--- src/rtl/jesd_tx_link_ctrl.sv ---
// JESD204B TX link-layer sequencer.
// Drives CGS (/K/), then a multi-multiframe ILA sequence, then user data, all
// aligned to an internal LMFC octet counter. Produces pre-8b/10b octets with
// per-octet K flags, N_OCT octets per character clock (octet 0 sent first).
module jesd_tx_link_ctrl #(
   parameter int N_OCT        = 2,
   parameter int F            = 2,
   parameter int K            = 16,
   parameter int ILA_MF       = 4,
   parameter int SYNC_LOW_CYC = 4
) (
   input  logic                 clk,
   input  logic                 rst,
   input  logic                 i_sync_n,
   input  logic [1:0]           i_force_mode,
   input  logic [111:0]         i_ila_cfg,
   input  logic [8*N_OCT-1:0]   i_data,
   input  logic                 i_vld,
   output logic                 o_ready,
   output logic [8*N_OCT-1:0]   o_data,
   output logic [N_OCT-1:0]     o_k,
   output logic                 o_vld,
   output logic [1:0]           o_state,
   output logic                 o_mf_start
);

   localparam int FK = F * K;
   localparam int CW = $clog2(FK);
   localparam int MW = (ILA_MF > 1) ? $clog2(ILA_MF) : 1;
   localparam int SW = $clog2(SYNC_LOW_CYC + 1);

   typedef enum logic [1:0] {
      ST_CGS  = 2'd0,
      ST_ILA  = 2'd1,
      ST_DATA = 2'd2
   } state_t;

   state_t               r_state;
   logic [CW-1:0]        r_cnt;
   logic [MW-1:0]        r_mf;
   logic [SW-1:0]        r_slow;

   logic [8*N_OCT-1:0]   r_o_data;
   logic [N_OCT-1:0]     r_o_k;
   logic                 r_o_vld;
   logic [1:0]           r_o_state;
   logic                 r_o_mfs;
   logic                 r_o_ready;

   state_t               w_state_nxt;
   logic [MW-1:0]        w_mf_cand;
   logic [MW-1:0]        w_mf_nxt;
   logic [SW-1:0]        w_slow_nxt;
   logic [SW-1:0]        w_slow_inc;
   logic                 w_sync_low;
   logic                 w_wrap;
   logic [CW-1:0]        w_cnt_nxt;

   logic [8*N_OCT-1:0]   w_data;
   logic [N_OCT-1:0]     w_k;
   logic                 w_vld;
   logic [31:0]          w_pos;
   logic [7:0]           w_oct;
   logic                 w_koct;

   // The last clock of a multiframe is the one whose successor starts at LMFC position 0.
   assign w_wrap     = (r_cnt == CW'(FK - N_OCT));
   assign w_cnt_nxt  = w_wrap ? {CW{1'b0}} : (r_cnt + CW'(N_OCT));
   assign w_slow_inc = r_slow + SW'(1);
   assign w_sync_low = (r_state != ST_CGS) && !i_sync_n;

   // Next-state logic: force mode first, then the resync counter, then normal link progression.
   always_comb begin
      w_state_nxt = r_state;
      w_mf_cand   = r_mf;
      w_slow_nxt  = {SW{1'b0}};
      case (i_force_mode)
         2'd1: begin
            w_state_nxt = ST_CGS;
         end
         2'd2: begin
            // Forced ILA repeats forever, restarting at multiframe 0 after the last one.
            if (w_wrap) begin
               w_state_nxt = ST_ILA;
               if ((r_state == ST_ILA) && (r_mf != MW'(ILA_MF - 1))) begin
                  w_mf_cand = r_mf + MW'(1);
               end else begin
                  w_mf_cand = {MW{1'b0}};
               end
            end else begin
               w_state_nxt = r_state;
            end
         end
         2'd3: begin
            w_state_nxt = ST_DATA;
         end
         default: begin
            if (w_sync_low && (w_slow_inc == SW'(SYNC_LOW_CYC))) begin
               w_state_nxt = ST_CGS;
               w_slow_nxt  = {SW{1'b0}};
            end else begin
               if (w_sync_low) begin
                  w_slow_nxt = w_slow_inc;
               end else begin
                  w_slow_nxt = {SW{1'b0}};
               end
               case (r_state)
                  ST_CGS: begin
                     // Leave CGS only so that ILA begins on an LMFC boundary.
                     if (i_sync_n && w_wrap) begin
                        w_state_nxt = ST_ILA;
                     end else begin
                        w_state_nxt = ST_CGS;
                     end
                  end
                  ST_ILA: begin
                     if (w_wrap) begin
                        if (r_mf == MW'(ILA_MF - 1)) begin
                           w_state_nxt = ST_DATA;
                        end else begin
                           w_mf_cand = r_mf + MW'(1);
                        end
                     end else begin
                        w_state_nxt = ST_ILA;
                     end
                  end
                  ST_DATA: begin
                     w_state_nxt = ST_DATA;
                  end
                  default: begin
                     w_state_nxt = ST_CGS;
                  end
               endcase
            end
         end
      endcase
      // The multiframe index only has meaning inside ILA; it restarts at 0 on every entry.
      w_mf_nxt = (w_state_nxt == ST_ILA) ? w_mf_cand : {MW{1'b0}};
   end

   // Per-octet output content from the current state, LMFC position and inputs.
   always_comb begin
      w_data = {(8*N_OCT){1'b0}};
      w_k    = {N_OCT{1'b0}};
      w_vld  = 1'b0;
      w_pos  = 32'd0;
      w_oct  = 8'h00;
      w_koct = 1'b0;
      for (int i = 0; i < N_OCT; i++) begin
         w_pos = 32'(r_cnt) + 32'(i);
         case (r_state)
            ST_CGS: begin
               w_oct  = 8'hBC;
               w_koct = 1'b1;
               w_vld  = 1'b1;
            end
            ST_ILA: begin
               w_vld = 1'b1;
               if (w_pos == 32'd0) begin
                  w_oct  = 8'h1C;
                  w_koct = 1'b1;
               end else if (w_pos == 32'(FK - 1)) begin
                  w_oct  = 8'h7C;
                  w_koct = 1'b1;
               end else if ((r_mf == MW'(1)) && (w_pos == 32'd1)) begin
                  w_oct  = 8'h9C;
                  w_koct = 1'b1;
               end else if ((r_mf == MW'(1)) && (w_pos >= 32'd2) && (w_pos <= 32'd15)) begin
                  w_oct  = 8'(i_ila_cfg >> ((w_pos - 32'd2) * 32'd8));
                  w_koct = 1'b0;
               end else begin
                  w_oct  = w_pos[7:0];
                  w_koct = 1'b0;
               end
            end
            ST_DATA: begin
               w_vld  = i_vld;
               w_oct  = i_vld ? i_data[8*i +: 8] : 8'h00;
               w_koct = 1'b0;
            end
            default: begin
               w_oct  = 8'h00;
               w_koct = 1'b0;
            end
         endcase
         w_data[8*i +: 8] = w_oct;
         w_k[i]           = w_koct;
      end
   end

   // State, LMFC counter, resync counter and registered outputs.
   always_ff @(posedge clk) begin
      if (rst) begin
         r_state   <= ST_CGS;
         r_cnt     <= {CW{1'b0}};
         r_mf      <= {MW{1'b0}};
         r_slow    <= {SW{1'b0}};
         r_o_data  <= {(8*N_OCT){1'b0}};
         r_o_k     <= {N_OCT{1'b0}};
         r_o_vld   <= 1'b0;
         r_o_state <= 2'd0;
         r_o_mfs   <= 1'b0;
         r_o_ready <= 1'b0;
      end else begin
         r_state   <= w_state_nxt;
         r_cnt     <= w_cnt_nxt;
         r_mf      <= w_mf_nxt;
         r_slow    <= w_slow_nxt;
         r_o_data  <= w_data;
         r_o_k     <= w_k;
         r_o_vld   <= w_vld;
         r_o_state <= r_state;
         r_o_mfs   <= (r_cnt == {CW{1'b0}});
         r_o_ready <= (w_state_nxt == ST_DATA);
      end
   end

   assign o_data     = r_o_data;
   assign o_k        = r_o_k;
   assign o_vld      = r_o_vld;
   assign o_state    = r_o_state;
   assign o_mf_start = r_o_mfs;
   assign o_ready    = r_o_ready;

endmodule

--- config.mk ---
export PLATFORM = sky130hd
export DESIGN_NAME = jesd_tx_link_ctrl
export DESIGN_NICKNAME = d
export VERILOG_FILES = /design/src/rtl/jesd_tx_link_ctrl.sv
export SDC_FILE = /design/constraint.sdc
export NUM_CORES = 1
export LEC_CHECK = 0
export CORE_MARGIN = 2
export CORE_UTILIZATION = 39
export DETAILED_ROUTE_END_ITERATION = 8
export PLACE_DENSITY = 0.82
export SLEW_MARGIN = 10
export SYNTH_ARGS = -nofsm -noshare
export SYNTH_HDL_FRONTEND = slang
export SYNTH_SLANG_ARGS = --single-unit
--- constraint.sdc ---
create_clock -name clk -period 2.5 [get_ports clk]
set_input_delay 0.75 -clock clk [delete_from_list [all_inputs] [get_ports clk]]
set_output_delay 0.75 -clock clk [all_outputs]
set_load 0.005 [all_outputs]
==> impl_metrics.csv, run 1 <==
group,metric,value,unit
placed_design,hpwl,7710,um
die,start_util,0.402,
synth,synth-xor-area-share,0.0157,
cts,h-tree-depth,2,
min_path,hp-start,"r_slow[0]$_SDFF_PP0_",
synth,syn-mean-instance-area,8.14,um^2
power,power.leakage,0.00172,uW
synth,yosysUniqueCellTypes,61,
synth,synth_fa_ha_area_frac,0.0506,
global_routing,grt_pass1_vias,3163,
die,die-area,0.00765,mm^2
finish,area_delta_synth_final,64.0,%
cts,post_cts_resized,0,
cts,cts_hold_buf,0,
setup_path,worstPathRequired,2670,ps
placed_design,portBuffers,156,
sta,holdWs,457,ps
setup_path,cp_data_arrival_time,2490,ps
finish,drive_above_1_share,0.0986,
die,core,0.00676,mm^2
sta,drv_slew,0,
synth,syn-num-nets,479,
sta,hold_viol_final,0,
setup_path,cp-start-kind,"flop",
detailed_routing,drt_pass1_iterations,4,
cts,post-cts-setup-buffers,0,
cts,clock_latency,280,ps
detailed_routing,wire_per_inst,16.4,um
finish,n_fill_cell,580,
finish,antenna_cells,0,
detailed_routing,antenna_left,0,
sta,final.setup_skew,8.29,ps
detailed_routing,drc,0,
cts,cts_buffers,5,
synth,synth_ff_type,"dfxtp_1",
min_path,whs_path_depth,1,
placed_design,gp_congestion,0.927,
setup_path,cp_max_fo,11,
finish,regArea,682,um^2
setup_path,cp-end-kind,"flop",
sta,tightestPinTransition,571,ps
setup_path,critPathSlowestCell,"dfxtp_1",
finish,fin_nets,631,
synth,synthMuxAreaShare,0.138,
cts,path_clk_slew,70,ps
run_status,status,"finished clean",
die,die_y,87.5,um
sta,tns,0,ps
cts,clkSinkCount,34,
power,pwr_density_cell,387,mW/mm^2
synth,synth-simple-area-share,0.246,
global_routing,antenna_found_initial,0,
finish,final_cell_mix,"156 x clkdlybuf4s50_1, 44 x nand2_1, 33 x dfxtp_1",
synth,synthCells,334,
synth,synth-compound-area-share,0.218,
global_routing,grt_pass1_wl,14600,um
die,io-pin-count,157,
power,vdd_drop_max,0.181,mV
global_routing,grt_max_degree,31,
setup_path,crit_path_start,"r_cnt[2]$_SDFF_PP0_",
die,row_count,30,
cts,cts_tree,"yes",
min_path,hold_class,"reg -> reg",
synth,synth_edf_count,0,
detailed_routing,drt_iter0_markers,181,
setup_path,critPathKind,"reg -> reg",
detailed_routing,vias,3117,
setup_path,cp_cell_sequence,"inv_1 > ha_1 > xor2_2 > buf_4 > mux2i_1 > a32oi_1 > a31o_1",
detailed_routing,via_per_inst,5.50,
cts,clock_path_buffers,2,
sta,finalWorstSetupSlack,184,ps
sta,rsz0062_at_grt,"false",
global_routing,grtUsageTotal,0.246,
sta,max_freq,0.432,GHz
synth,synth_top_family_by_area,"simple AND/OR/NAND/NOR gates",
die,die-width,87.5,um
cts,cts_root_buf,"clkbuf_8",
detailed_routing,totalWireLength,9270,um
synth,yosys_register_bits,34,
setup_path,critical-path-max-stage-delay,470,ps
placed_design,dp_slack,59.6,ps
sta,slew_headroom,0.619,
setup_path,crit-reg2reg-launch,"r_cnt[2]$_SDFF_PP0_",
sta,finalCritPeriodShare,0.927,
sta,finalSetupViolCount,0,
synth,synth_seq_area_share,0.250,
setup_path,r2r_cells,7,
finish,final_common_cell,"clkdlybuf4s50_1",
synth,postSynth.asyncResetShare,0,
global_routing,grt_remaining_overflow,0,
finish,multiInputGateArea,0.00182,mm^2
sta,post-route-min-period,2320,ps
flow_run,max-cap-violations,0,
synth,netlist_area,0.00272,mm^2
synth,yosysWarnings,0,
cells by family after synthesis:
| kind of cell | count (synthesis) |
|---|---|
| AO/OA/AOI/OAI | 85 |
| XOR/XNOR | 4 |
| adder cells (fa/ha/maj) | 11 |
| buffers and inverters | 40 |
| flip-flops | 34 |
| multiplexers | 26 |
| AND/OR/NAND/NOR | 134 |
stage by stage:
step / instance area [um^2] / power [uW] / instances / utilization
4_1_cts: 4460 / 1730 / 567 / 0.660
5_1_grt: 4460 / 1820 / 567 / 0.660
6_report: 4460 / 1730 / 567 / 0.660
3_5_place_dp: 4370 / 1330 / 559 / 0.646
3_3_place_gp: 4370 / 1320 / 559 / 0.646
2_1_floorplan: 2720 / 971 / 334 / -
final cells by class:
class,count,area share
Sequential cell,34,0.153
Inverter,12,0.0101
Clock buffer,7,0.0194
Clock inverter,1,0.00112
Tap cell,80,0.0225
Multi-Input combinational cell,260,0.409
Timing Repair Buffer,173,0.385
worst paths after layout:
check	to	slack [ps]
worst min register to register	r_slow[0]$_SDFF_PP0_	460
worst min-delay path	r_slow[0]$_SDFF_PP0_	460
worst max-delay path	o_data[15]$_SDFF_PP0_	180
worst max register to register	o_data[15]$_SDFF_PP0_	180
synthesized netlist by cell type (8+ instances only):
cell type,count,area [um^2]
a21oi_1,13,65.1
a31oi_1,11,68.8
buf_2,11,55.1
dfxtp_1,34,681
ha_1,11,138
inv_1,11,41.3
mux2i_1,15,150
mux4_2,9,203
nand2_1,44,165
nand3_1,31,155
nor2_1,17,63.8
nor2b_1,8,50.1
o21ai_0,9,45.0
worst max-delay path: cells and delay by family (launching register included):
kind	cells	cell delay, ps
flip-flops	1	470
XOR/XNOR	1	460
buffers and inverters	2	410
adder cells (fa/ha/maj)	1	320
AO/OA/AOI/OAI	2	320
multiplexers	1	210
flip-flops by register name, summed over array words and instances, names as in the netlist:
| signal | cells |
|---|---|
| r_state | 2 |
| r_mf | 2 |
| o_ready | 1 |
| o_data | 16 |
| o_vld | 1 |
| r_slow | 3 |
| o_k | 2 |
| o_state | 2 |
| r_cnt | 4 |
| o_mf_start | 1 |
layer usage:
layer  GRT usage  up-vias  part of all wire
li1            -     1520                 -
met1       0.298     1422              0.40
met2       0.439      159              0.50
met3      0.0445       16             0.078
met4      0.0755        0             0.021
met5           0        -                 0
report_power, final:
part / internal (uW) / switching [uW] / total (uW)
Clock: 222 / 184 / 406
Sequential: 567 / 17.4 / 584
Combinational: 424 / 311 / 735
Total: 1210 / 513 / 1730
Power figures use the tool's default switching activity.
==> run 2: changes to the inputs <==
--- a/config.mk
+++ b/config.mk
@@ -5,6 +5,7 @@
 export SDC_FILE = /design/constraint.sdc
 export NUM_CORES = 1
 export LEC_CHECK = 0
+export CAP_MARGIN = 10
 export CORE_MARGIN = 2
 export CORE_UTILIZATION = 39
 export DETAILED_ROUTE_END_ITERATION = 8
==> results of run 2 <==
No change in the layout: final DEF, timing and power equal those of run 1.
==> edit (config.mk and constraints of run 2) <==
`N_OCT`: 2 -> 4.
--- a/src/rtl/jesd_tx_link_ctrl.sv
+++ b/src/rtl/jesd_tx_link_ctrl.sv
@@ -3,7 +3,7 @@
 // aligned to an internal LMFC octet counter. Produces pre-8b/10b octets with
 // per-octet K flags, N_OCT octets per character clock (octet 0 sent first).
 module jesd_tx_link_ctrl #(
-   parameter int N_OCT        = 2,
+   parameter int N_OCT        = 4,
    parameter int F            = 2,
    parameter int K            = 16,
    parameter int ILA_MF       = 4,
Interface: changed (resized i_data, o_data and o_k); port bits go from 157 to 191. No check against the original RTL was run, so the function may have changed too.
==> edit against run 2 <==
  * Maximum frequency rose by 3.7%
  * Clock power grew 14%
  * Sequential cell count rose by 17
  * Worst setup slack better by 0.082 ns
  * Die area rose by 8.0%
  * Clock skew decreased by 0.0021 ns
  * Design area up 14%
  * Synthesized area grew 8.4%
  * Synthesized cell count down 4.2%
  * Power up 18%
  * Routed wire length grew 13%
  * Critical endpoint is now o_data[9]$_SDFF_PP0_
  * Highest routed layer unchanged
==> edit: results (changes against run 2) <==
Synth
The commonest cells after synthesis are sky130_fd_sc_hd__dfxtp_1, sky130_fd_sc_hd__nand2_1, sky130_fd_sc_hd__a21oi_1, sky130_fd_sc_hd__nor2_1, sky130_fd_sc_hd__o21ai_0. The post-synthesis adder-cell area fraction was 3.822% (-1.2 points). The gate count after technology mapping came to 320 (-4.2%). The share of cell area taken by muxes after synthesis was 17.66% (+3.9 points). The post-synthesis cell type count is 45 (-26%). In the post-synthesis netlist, the biggest area contributors are sky130_fd_sc_hd__dfxtp_1, sky130_fd_sc_hd__mux4_2, sky130_fd_sc_hd__mux2i_1. The xor/xnor cell area share of the yosys netlist is 0.2972% (-1.3 points).

Setup path
The depth of the worst register-to-register path came to 8 (+1). The delay contributed by the slowest stage of the critical path is 0.43 ns (-0.04 ns). The maximum fanout along the worst path is 7 (-4).

The worst reg2reg path endpoint is o_data[9]$_SDFF_PP0_. The master of the slowest instance on the critical path is sky130_fd_sc_hd__and4bb_2.

Placed design
The worst slack after detailed placement was 0.1933 ns (+0.1336 ns). The cell total after placement is 605 (+8.2%). The final weighted congestion of routability-driven global placement is 0.9183 (-0.94%).

Routing
The initial detailed-routing violation count is 141 (-22%). The final wirelength is 10500 um (+13%). The average wire per standard cell is 17.13 um (+4.7%).

Cells and area
The number of flip-flops under the largest register name is 32 (+16). The layout cell share with drive strength beyond 1 is 10.12% (+0.26 points).

Outcome
The flow ran to the end, and the final reports show no timing, DRC or antenna violations.

Global route
The largest net degree at the start of global routing is 24 (-23%).

Clock network
The CTS clock-pin slew for the worst setup and hold paths is 0.09 ns (+0.02 ns).

STA
The final setup skew is 0.006157 ns (-0.002133 ns).

Power
The highest ir drop seen on vdd is 246.5 uV (+36%).
[edit: area by class of cell]
class | instances | area (um2)
fillers | 595 | 2218
repair buffers | 207 | 2042
multi-input cells | 240 | 1774
flip-flops and latches | 51 | 1022
well taps | 99 | 123.9
clock buffers | 7 | 76.32
inverters | 8 | 30.03
clock inverters | 1 | 5.005
[edit: report_power, final]
part	internal, mW	leakage (nW)	switching [mW]
logic	0.442	1.42	0.253
registers	0.860	0.422	0.0196
clock network	0.197	0.0422	0.264
total	1.50	1.88	0.536
[edit: stage by stage]
stage          total power [mW]  instance area (um2)  hold WS, ns
2_1_floorplan             1.194                 2947       0.4215
3_3_place_gp              1.581                 4992       0.4293
3_5_place_dp              1.596                 4992       0.4477
4_1_cts                   2.049                 5074       0.4689
5_1_grt                   2.129                 5074       0.5160
6_report                  2.035                 5074       0.4703
[edit: worst min-delay path by stage]
stage                               from                    to
floorplan           r_slow[0]$_SDFF_PP0_  r_slow[0]$_SDFF_PP0_
global placement    r_slow[0]$_SDFF_PP0_  r_slow[0]$_SDFF_PP0_
detailed placement  r_slow[0]$_SDFF_PP0_  r_slow[0]$_SDFF_PP0_
CTS                 r_slow[0]$_SDFF_PP0_  r_slow[0]$_SDFF_PP0_
global route        r_slow[0]$_SDFF_PP0_  r_slow[0]$_SDFF_PP0_
finish              r_slow[0]$_SDFF_PP0_  r_slow[0]$_SDFF_PP0_
[edit: worst max-delay path: cells and delay by family (launching register included)]
kind	cells	cell delay (ns)
compound gates	2	0.47
fa+ha+maj	2	0.45
buf+inv	1	0.10
flops	1	0.37
simple gates	3	0.79
[edit: metal layers]
layer  share of wire [%]  vias to the layer above  track usage (%)
met5                   0                        -                0
met4                 1.7                        0            7.197
met3                 8.9                       14            6.845
met2                  53                      159            46.36
met1                  37                     1513            27.62
li1                    -                     1573                -
